`src/rtl/conv_pkg.sv`:
```
// Shared types and constants for the convolution engine's y-stream consumers.
package conv_pkg;

  localparam int ACC_SIZE  = 21;
  localparam int NUM_Y_DEF = 97;
  localparam int POOL_DEF  = 2;

  // Pooled results per frame for the default geometry (partial window included).
  localparam int NUM_Z = (NUM_Y_DEF + POOL_DEF - 1) / POOL_DEF;

  // Counter width able to hold 0..n-1, never narrower than one bit.
  function automatic int clog2_min1(input int n);
    return (n <= 2) ? 1 : $clog2(n);
  endfunction

  // One output FIFO entry: pooled value plus end-of-frame marker.
  typedef struct packed {
    logic                       last;
    logic signed [ACC_SIZE-1:0] data;
  } z_entry_t;

endpackage

```
`src/rtl/fifo_sync.sv`:
```
// Single-clock FIFO with a registered read port that always shows the head entry.
module fifo_sync #(
  parameter int WIDTH = 22,
  parameter int DEPTH = 4   // power of 2, at least 2
) (
  input  logic                     clk,
  input  logic                     reset,
  input  logic                     i_push,
  input  logic [WIDTH-1:0]         i_wr_data,
  input  logic                     i_pop,
  output logic [WIDTH-1:0]         o_rd_data,
  output logic [$clog2(DEPTH):0]   o_count,
  output logic                     o_full,
  output logic                     o_empty
);

  localparam int AW = $clog2(DEPTH);

  logic [WIDTH-1:0] r_mem [DEPTH];
  logic [AW-1:0]    r_wr_ptr;
  logic [AW-1:0]    r_rd_ptr;
  logic [AW:0]      r_count;
  logic [WIDTH-1:0] r_rd_data;
  logic [AW-1:0]    w_rd_ptr_nxt;
  logic             w_push;
  logic             w_pop;

  assign o_full       = (r_count == (AW+1)'(DEPTH));
  assign o_empty      = (r_count == '0);
  assign o_count      = r_count;
  assign o_rd_data    = r_rd_data;
  assign w_push       = i_push && !o_full;
  assign w_pop        = i_pop && !o_empty;
  assign w_rd_ptr_nxt = w_pop ? r_rd_ptr + 1'b1 : r_rd_ptr;

  // Storage write.
  // NOTE: the memory array carries no reset; only pointers and count define which entries are live.
  always_ff @(posedge clk) begin
    if (w_push) r_mem[r_wr_ptr] <= i_wr_data;
  end

  // Pointer and occupancy bookkeeping; push and pop together leave the count alone.
  // NOTE: sequential state uses non-blocking assignments so every register sees pre-edge values.
  always_ff @(posedge clk) begin
    if (reset) begin
      r_wr_ptr <= '0;
      r_rd_ptr <= '0;
      r_count  <= '0;
    end else begin
      if (w_push) r_wr_ptr <= r_wr_ptr + 1'b1;
      r_rd_ptr <= w_rd_ptr_nxt;
      case ({w_push, w_pop})
        2'b10:   r_count <= r_count + 1'b1;
        2'b01:   r_count <= r_count - 1'b1;
        default: r_count <= r_count;
      endcase
    end
  end

  // Head register: load the entry that will be at the head after this edge,
  // bypassing the write data when that entry is being written right now.
  always_ff @(posedge clk) begin
    if (reset) begin
      r_rd_data <= '0;
    end else if (w_push && (r_wr_ptr == w_rd_ptr_nxt)) begin
      r_rd_data <= i_wr_data;
    end else begin
      r_rd_data <= r_mem[w_rd_ptr_nxt];
    end
  end

endmodule

```
`src/rtl/y_maxpool_stage.sv`:
```
// ReLU + non-overlapping max-pool of the conv engine's y stream, buffered into
// a small FIFO that drives a valid/ready z port with an end-of-frame marker.
module y_maxpool_stage
  import conv_pkg::*;
#(
  parameter int NUM_Y      = 97,
  parameter int POOL       = 2,   // 1..8
  parameter int FIFO_DEPTH = 4,   // power of 2, at least 2
  parameter int RELU_EN    = 1
) (
  input  logic                       clk,
  input  logic                       reset,
  input  logic                       s_valid_y,
  output logic                       s_ready_y,
  input  logic signed [ACC_SIZE-1:0] s_data_in_y,
  output logic                       m_valid_z,
  input  logic                       m_ready_z,
  output logic signed [ACC_SIZE-1:0] m_data_out_z,
  output logic                       m_last_z
);

  localparam int WC_W  = clog2_min1(POOL);
  localparam int YC_W  = clog2_min1(NUM_Y);
  localparam int CNT_W = $clog2(FIFO_DEPTH) + 1;
  localparam logic [WC_W-1:0] WIN_LAST = WC_W'(POOL - 1);
  localparam logic [YC_W-1:0] Y_LAST   = YC_W'(NUM_Y - 1);

  logic [WC_W-1:0]            r_win_cnt;
  logic [YC_W-1:0]            r_y_cnt;
  logic signed [ACC_SIZE-1:0] r_max;

  logic                       w_accept;
  logic signed [ACC_SIZE-1:0] w_v;
  logic signed [ACC_SIZE-1:0] w_max_nxt;
  logic                       w_last_y;
  logic                       w_close;
  logic                       w_full;
  logic                       w_empty;
  logic [CNT_W-1:0]           w_count;
  logic                       w_unused_count;
  z_entry_t                   w_entry;
  z_entry_t                   w_head;

  assign w_accept  = s_valid_y && s_ready_y;
  assign w_v       = ((RELU_EN != 0) && s_data_in_y[ACC_SIZE-1]) ? '0 : s_data_in_y;
  assign w_max_nxt = (r_win_cnt == '0) ? w_v : ((w_v > r_max) ? w_v : r_max);
  assign w_last_y  = (r_y_cnt == Y_LAST);
  assign w_close   = (r_win_cnt == WIN_LAST) || w_last_y;
  assign w_entry   = '{last: w_last_y, data: w_max_nxt};

  // Full FIFO blocks every sample, even one that would not close a window.
  assign s_ready_y      = !w_full;
  assign m_valid_z      = !w_empty;
  assign m_data_out_z   = w_head.data;
  assign m_last_z       = w_head.last;
  assign w_unused_count = ^w_count;

  // Window/frame position and running maximum, advanced on each accepted sample.
  always_ff @(posedge clk) begin
    if (reset) begin
      r_win_cnt <= '0;
      r_y_cnt   <= '0;
      r_max     <= '0;
    end else if (w_accept) begin
      r_max     <= w_max_nxt;
      r_win_cnt <= w_close ? '0 : r_win_cnt + 1'b1;
      r_y_cnt   <= w_last_y ? '0 : r_y_cnt + 1'b1;
    end
  end

  fifo_sync #(
    .WIDTH ($bits(z_entry_t)),
    .DEPTH (FIFO_DEPTH)
  ) u_fifo (
    .clk       (clk),
    .reset     (reset),
    .i_push    (w_accept && w_close),
    .i_wr_data (w_entry),
    .i_pop     (m_valid_z && m_ready_z),
    .o_rd_data (w_head),
    .o_count   (w_count),
    .o_full    (w_full),
    .o_empty   (w_empty)
  );

endmodule

```
`config.mk`:
```
export PLATFORM = sky130hd
export DESIGN_NAME = y_maxpool_stage
export DESIGN_NICKNAME = d
export VERILOG_FILES = /design/src/rtl/conv_pkg.sv /design/src/rtl/fifo_sync.sv /design/src/rtl/y_maxpool_stage.sv
export SDC_FILE = /design/constraint.sdc
export NUM_CORES = 1
export LEC_CHECK = 0
export ABC_AREA = 1
export CORE_UTILIZATION = 48
export CTS_BUF_LIST = sky130_fd_sc_hd__clkbuf_4
export CTS_CLUSTER_DIAMETER = 150
export DETAILED_ROUTE_END_ITERATION = 16
export PLACE_DENSITY = 0.63
export SLEW_MARGIN = 40
export SYNTH_ARGS = -nofsm -noshare
export SYNTH_HDL_FRONTEND = slang
export SYNTH_SLANG_ARGS = --single-unit
```
`constraint.sdc`:
```
create_clock -name clk -period 3.6 [get_ports clk]
set_input_delay 0.72 -clock clk [delete_from_list [all_inputs] [get_ports clk]]
set_output_delay 0.72 -clock clk [all_outputs]
set_load 0.1 [all_outputs]
```
==> results of run 1 <==
## sequential cells by signal, summed over array words and instances (netlist names)
name / flops
u_fifo.r_mem: 88
u_fifo.o_rd_data: 22
r_max: 21
r_y_cnt: 7
u_fifo.o_count: 3
u_fifo.r_rd_ptr: 2
u_fifo.r_wr_ptr: 2
r_win_cnt: 1
## metrics by stage
step                setup WS [ns]  util (%)  power (mW)
finish                      0.647      55.8        5.65
global route                0.380      55.8        6.04
CTS                         0.670      55.8        5.69
detailed placement         0.0671      54.1        4.78
global placement            0.174      54.9        4.84
floorplan                   0.735         -        4.25
## worst min path at each step
stage / start / to / cells past startpoint
floorplan: u_fifo.o_count[0] / u_fifo.o_count[0] / 1
global route: r_max[4] / r_max[4] / 2
finish: r_max[19] / r_max[19] / 2
detailed placement: u_fifo.o_count[0] / u_fifo.o_count[0] / 1
global placement: u_fifo.o_count[0] / u_fifo.o_count[0] / 1
CTS: r_max[19] / r_max[19] / 2
## cell families after synthesis
family | count (synthesis)
simple gates | 361
xor+xnor | 3
other cells | 1
flops | 146
compound gates | 93
fa+ha+maj | 28
buf+inv | 177
## synth_stat cells, drive strengths merged, types with 5 or more instances
| library cell | number | area [sq um] |
|---|---|---|
| nor3b | 5 | 42.5 |
| ha | 27 | 338 |
| nor2 | 69 | 275 |
| nand2 | 212 | 826 |
| edfxtp | 88 | 2640 |
| a21oi | 36 | 180 |
| inv | 141 | 529 |
| buf | 24 | 153 |
| o21ai | 13 | 65.1 |
| dfxtp | 58 | 1160 |
| nand3 | 67 | 358 |
| clkbuf | 11 | 41.3 |
| o211ai | 41 | 308 |
## cell type report
class / instances / area, sq um / area share [%]
multi-input cells: 489 / 2550 / 32.4
flip-flops and latches: 146 / 3800 / 48.3
repair buffers: 63 / 515 / 6.55
well taps: 180 / 225 / 2.86
clock buffers: 19 / 143 / 1.81
diodes: 1 / 2.50 / 0.0318
inverters: 142 / 533 / 6.77
clock inverters: 13 / 96.3 / 1.22
## layer usage
| layer | vias up | global-route usage [%] | part of all wire, % |
|---|---|---|---|
| li1 | 2703 | - | - |
| met1 | 2424 | 30.5 | 49 |
| met2 | 114 | 34.2 | 45 |
| met3 | 13 | 4.89 | 5.0 |
| met4 | 0 | 6.78 | 1.0 |
| met5 | - | 0 | 0 |
## tightest hold or removal path: cells and delay by family (launching register included)
kind / cells / cell delay, ns
DFF: 1 / 0.34
and+or+nand+nor: 1 / 0.06
AOI/OAI and AO/OA: 1 / 0.05
## layout by cell type (no fill, tap or decap), drive strengths merged, types with 13 or more instances in the layout
master / count
clkbuf: 19
edfxtp: 88
dfxtp: 58
ha: 27
nand3: 67
nand2: 212
o211ai: 41
inv: 142
a21oi: 36
buf: 39
clkdlybuf4s50: 24
o21ai: 13
nor2: 69
## where the power goes
part / internal [mW] / switching [mW] / leakage, nW / total [mW]
logic: 0.685 / 2.02 / 2.15 / 2.71
registers: 1.96 / 0.0697 / 1.28 / 2.03
clock network: 0.345 / 0.565 / 0.136 / 0.910
total: 2.99 / 2.66 / 3.57 / 5.65
==> flow_summary.yaml, run 1 <==
run_status:
  outcome: "finished clean"
clock_network:
  numCtsBuffers: 17
  clockRootBuffer: "clkbuf_4"
  path_clk_slew_ns: 0.12
  clock_sinks: 146
  cts_max_level: 4
  post_cts_buffers: 0
  cts_hold_buf: 0
  clock_latency_ns: 0.55
  cts_tree: "built"
  clockBufferDepth: 2
  cts_resized: 0
timing:
  slew_headroom_pct: 61.8
  finalSetupViolCount: 0
  finalCriticalPeriod_ns: 2.95
  hold_ws_ns: 0.491
  max_freq_mhz: 339
  tightest_slew_ns: 0.572
  rsz0062_at_grt: "no"
  tns_ns: 0
  skew_ns: 0.0176
  fin_crit_sh_pct: 82.0
  slew_violations: 0
  finalHoldViolCount: 0
critical_path:
  worstSetupStartpoint: "s_data_in_y[20]"
  cp_num_buf_inv: 5
  crit_chain: "clkdlybuf4s50_1 > inv_1 > nand2_1 > inv_1 > ha_1 > nand2_1 > nor2_1 > nand4_1 > nor2_1 > nand4_1 > nand2_1 > nand2_1 > buf_12 > nand2_1 > buf_4 > nand2_1 > a21oi_1"
  crit_top_cell: "nand2_1"
  cp.depth: 17
  cp_max_fo: 41
  reg2reg_slack_ns: 1.02
  ff2ff_path_depth: 15
  r2r_end: "u_fifo.o_count[2]"
  critical_path_arrival_ns: 3.44
  worst_path_max_delay_cell: "clkdlybuf4s50_1"
  critPathKind: "in -> reg"
  critPathLaunchType: "primary input"
  cp.required_ns: 4.08
  reg2reg_from: "r_y_cnt[0]"
  critPathTopFamily: "buffers and inverters"
  end_kind: "register"
  crit_end: "r_max[10]"
  critPathMaxStageDelay_ns: 0.48
global_route:
  grt_use_total_pct: 22.0
  overflow: 0
  grt_pass1_wl_um: 24900
  antenna_found_initial: 1
  grt_pass1_vias: 4959
  grt_max_degree: 63
drt:
  vias_per_cell: 4.99
  wl_um: 15100
  drt_iter0_drc: 335
  wire_per_inst_um: 14.3
  vias: 5254
  dr.pass1.iters: 5
  ant_nets: 0
  drc: 0
yosys:
  synth_edf_count: 88
  synth_area_per_cell_sq_um: 8.72
  synth-seq-cells: 146
  synth_top_family_by_area: "simple AND/OR/NAND/NOR gates"
  async_flop_share_pct: 0
  synth_cell_type_count: 35
  synthSimpleGateAreaFrac_pct: 21.9
  synth_compound_area_share_pct: 8.14
  synthMuxAreaShare_pct: 0
  ys.warnings.count: 0
  syn_inst: 809
  synth_fa_ha_area_share_pct: 5.07
  synth_xor_area_share_pct: 0.638
  seq_area_frac_synth_pct: 53.9
  syn_area_sq_um: 7060
  ys.flop_type: "edfxtp_1"
floorplanning:
  ios: 49
  dieArea_sq_um: 15200
  die_w_um: 123
  rows: 43
  core_area_sq_um: 14100
  start_util_pct: 50.1
  die_h_um: 123
placed_design:
  port_buffers: 48
  place_area_sq_um: 7630
  dp_hpwl_um: 10100
  place_congestion: 0.874
  dpl.cell_count: 1020
finish:
  num-nets-final: 912
  syn2layout_area_growth_pct: 11.5
  final_cells: 1053
  drive_gt1_share_pct: 10.6
  fillers: 1304
  design_area_sq_um: 7870
power:
  powerDensity_nw_per_um2: 718
  peakVddDrop_uv: 382
  p_leak_nw: 3.57
flow_run:
  maxCapViolations: 0
min_path:
  hold_path_class: "reg -> reg"
No activity file was read; power rests on OpenSTA's default activity.
==> run 2: changes to the inputs <==
==> constraint.sdc (replaced) <==
create_clock -name clk -period 2.85 [get_ports clk]
set_input_delay 0.57 -clock clk [delete_from_list [all_inputs] [get_ports clk]]
set_output_delay 0.57 -clock clk [all_outputs]
set_load 0.1 [all_outputs]
==> run 2 against run 1 <==
Via count increased by 3.4%. Global-route usage increased by 0.54 points. Final cell count increased by 2.8%. Total power increased by 30%. Hold slack got worse by 0.0026 ns. First-iteration DRC count increased by 14%. Critical path type unchanged. Largest cell class unchanged.
==> flow_summary.yaml, run 2 (synthesis gave the netlist of run 1 again) <==
floorplanning:
  die_w_um: 123
  start_util_pct: 50.1
  rows: 43
  core_area_sq_um: 14100
  dieArea_sq_um: 15200
  ios: 49
  die_h_um: 123
finish:
  fillers: 1262
  mostFrequentLayoutCells: "204 x nand2_1, 134 x inv_1, 88 x edfxtp_1"
  top_register: "u_fifo.r_mem"
  antenna_cells: 0
  num-nets-final: 942
  layout_commonest_cell: "nand2_1"
  largest_reg_flops: 88
  syn2layout_area_growth_pct: 16.5
  drive_gt1_share_pct: 13.9
critical_path:
  critPathLaunchType: "primary input"
  crit_chain: "clkdlybuf4s50_1 > inv_1 > nand2_1 > inv_1 > ha_1 > nand2_1 > nor2_1 > nand4_1 > nor2_1 > nand4_1 > nand2_1 > nand2_1 > buf_12 > nand2_1 > nand2_1"
  worst_path_max_delay_cell: "clkdlybuf4s50_1"
  ff2ff_path_depth: 15
  critical_path_arrival_ns: 2.87
  critPathTopFamily: "simple AND/OR/NAND/NOR gates"
  critPathMaxStageDelay_ns: 0.47
  cp.depth: 15
  cp_num_buf_inv: 4
  cp_max_fo: 23
  crit_top_cell: "nand2_1"
  cp.required_ns: 3.11
  end_kind: "register"
  critPathKind: "in -> reg"
power:
  seq_power_share_pct: 35.0
  powerDensity_nw_per_um2: 895
  clkPwrFrac_pct: 16.0
  switching_share_pct: 46.6
  power_switching_mw: 3.43
  p_int_mw: 3.93
  peakVddDrop_uv: 492
  p_leak_nw: 3.75
  power.total_mw: 7.36
  pwr-share-comb_pct: 49.0
drt:
  drt_iter0_drc: 382
  vias_per_cell: 5.02
  vias: 5432
  drc: 0
  wire_per_inst_um: 14.4
  dr.pass1.iters: 5
  ant_nets: 0
  wl_um: 15500
global_route:
  grt_max_degree: 51
  grt_pass1_wl_um: 25700
  grt_pass1_vias: 5170
  top_usage_layer: "met2"
  antenna_found_initial: 0
  grt_use_total_pct: 22.5
  gr-usage-met2_pct: 34.3
  grtUsageMet1_pct: 32.6
  overflow: 0
  met3_usage_pct: 4.34
timing:
  max_freq_mhz: 384
  slew_violations: 0
  rsz0062_at_grt: "no"
  hold_ws_ns: 0.489
  fin_crit_sh_pct: 91.5
  skew_ns: 0.0259
  finalHoldViolCount: 0
  finalCriticalPeriod_ns: 2.61
  finalSetupViolCount: 0
clock_network:
  cts_max_level: 4
  clockRootBuffer: "clkbuf_4"
  numCtsBuffers: 17
  clockBufferDepth: 2
  path_clk_slew_ns: 0.13
  cts_tree: "built"
  clock_latency_ns: 0.55
  clock_sinks: 146
  post_cts_buffers: 0
  cts_resized: 0
  cts_hold_buf: 0
flow_run:
  maxCapViolations: 0
placed_design:
  port_buffers: 48
  place_congestion: 0.854
  dp_hpwl_um: 10700
min_path:
  hold_depth: 1
  hold_path_class: "reg -> reg"
run_status:
  outcome: "finished clean"
run 2: changes by cell type in the layout (fill, tap and decap cells not counted):
cell and delta:
buf_12 +6, buf_2 -22, buf_4 +46, clkbuf_4 +1
clkinv_1 -3, clkinv_2 +1, clkinv_4 -2, diode_2 -1
inv_2 +1, inv_4 +1, inv_6 +1
run 2: path summary, 6_finish.rpt:
path	slack, ns	endpoint	from
max	0.24	u_fifo.r_mem[0][8]	s_data_in_y[20]
min	0.49	u_fifo.o_count[0]	u_fifo.o_count[0]
min reg2reg	0.49	u_fifo.o_count[0]	u_fifo.o_count[0]
max reg2reg	0.42	u_fifo.o_count[2]	r_y_cnt[0]
run 2: layout make-up:
type	instances	area, sq um	area share (%)
inverter	142	533	6.48
multi-input combinational	489	2550	31.0
timing repair buffer	93	871	10.6
clock buffer	20	150	1.83
clock inverter	12	91.3	1.11
sequential	146	3800	46.3
tap	180	225	2.74
run 2: routing by layer:
layer  vias up  wire (um)
li1       2765          -
met1      2520       7800
met2       135       6880
met3        12        684
met5         -          0
met4         0        168
run 2: per-stage QoR:
stage	cell area, sq um	setup slack [ns]	setup TNS (ns)	utilization, %	cells
2_1_floorplan	7070	-0.0154	-1.36	-	812
3_3_place_gp	7980	-0.246	-22.37	56.6	1050
3_5_place_dp	7980	-0.315	-30.36	56.6	1050
4_1_cts	8220	0.273	0	58.3	1082
5_1_grt	8220	0.0805	0	58.3	1082
6_report	8220	0.243	0	58.3	1082
run 2: power by group through the flow:
stage	combinational (mW)	clock, mW	sequential, mW
finish	3.61	1.18	2.57
global route	3.95	1.29	2.59
CTS	3.63	1.20	2.57
detailed placement	3.62	0	2.62
global placement	3.56	0	2.62
floorplan	1.86	0	3.50
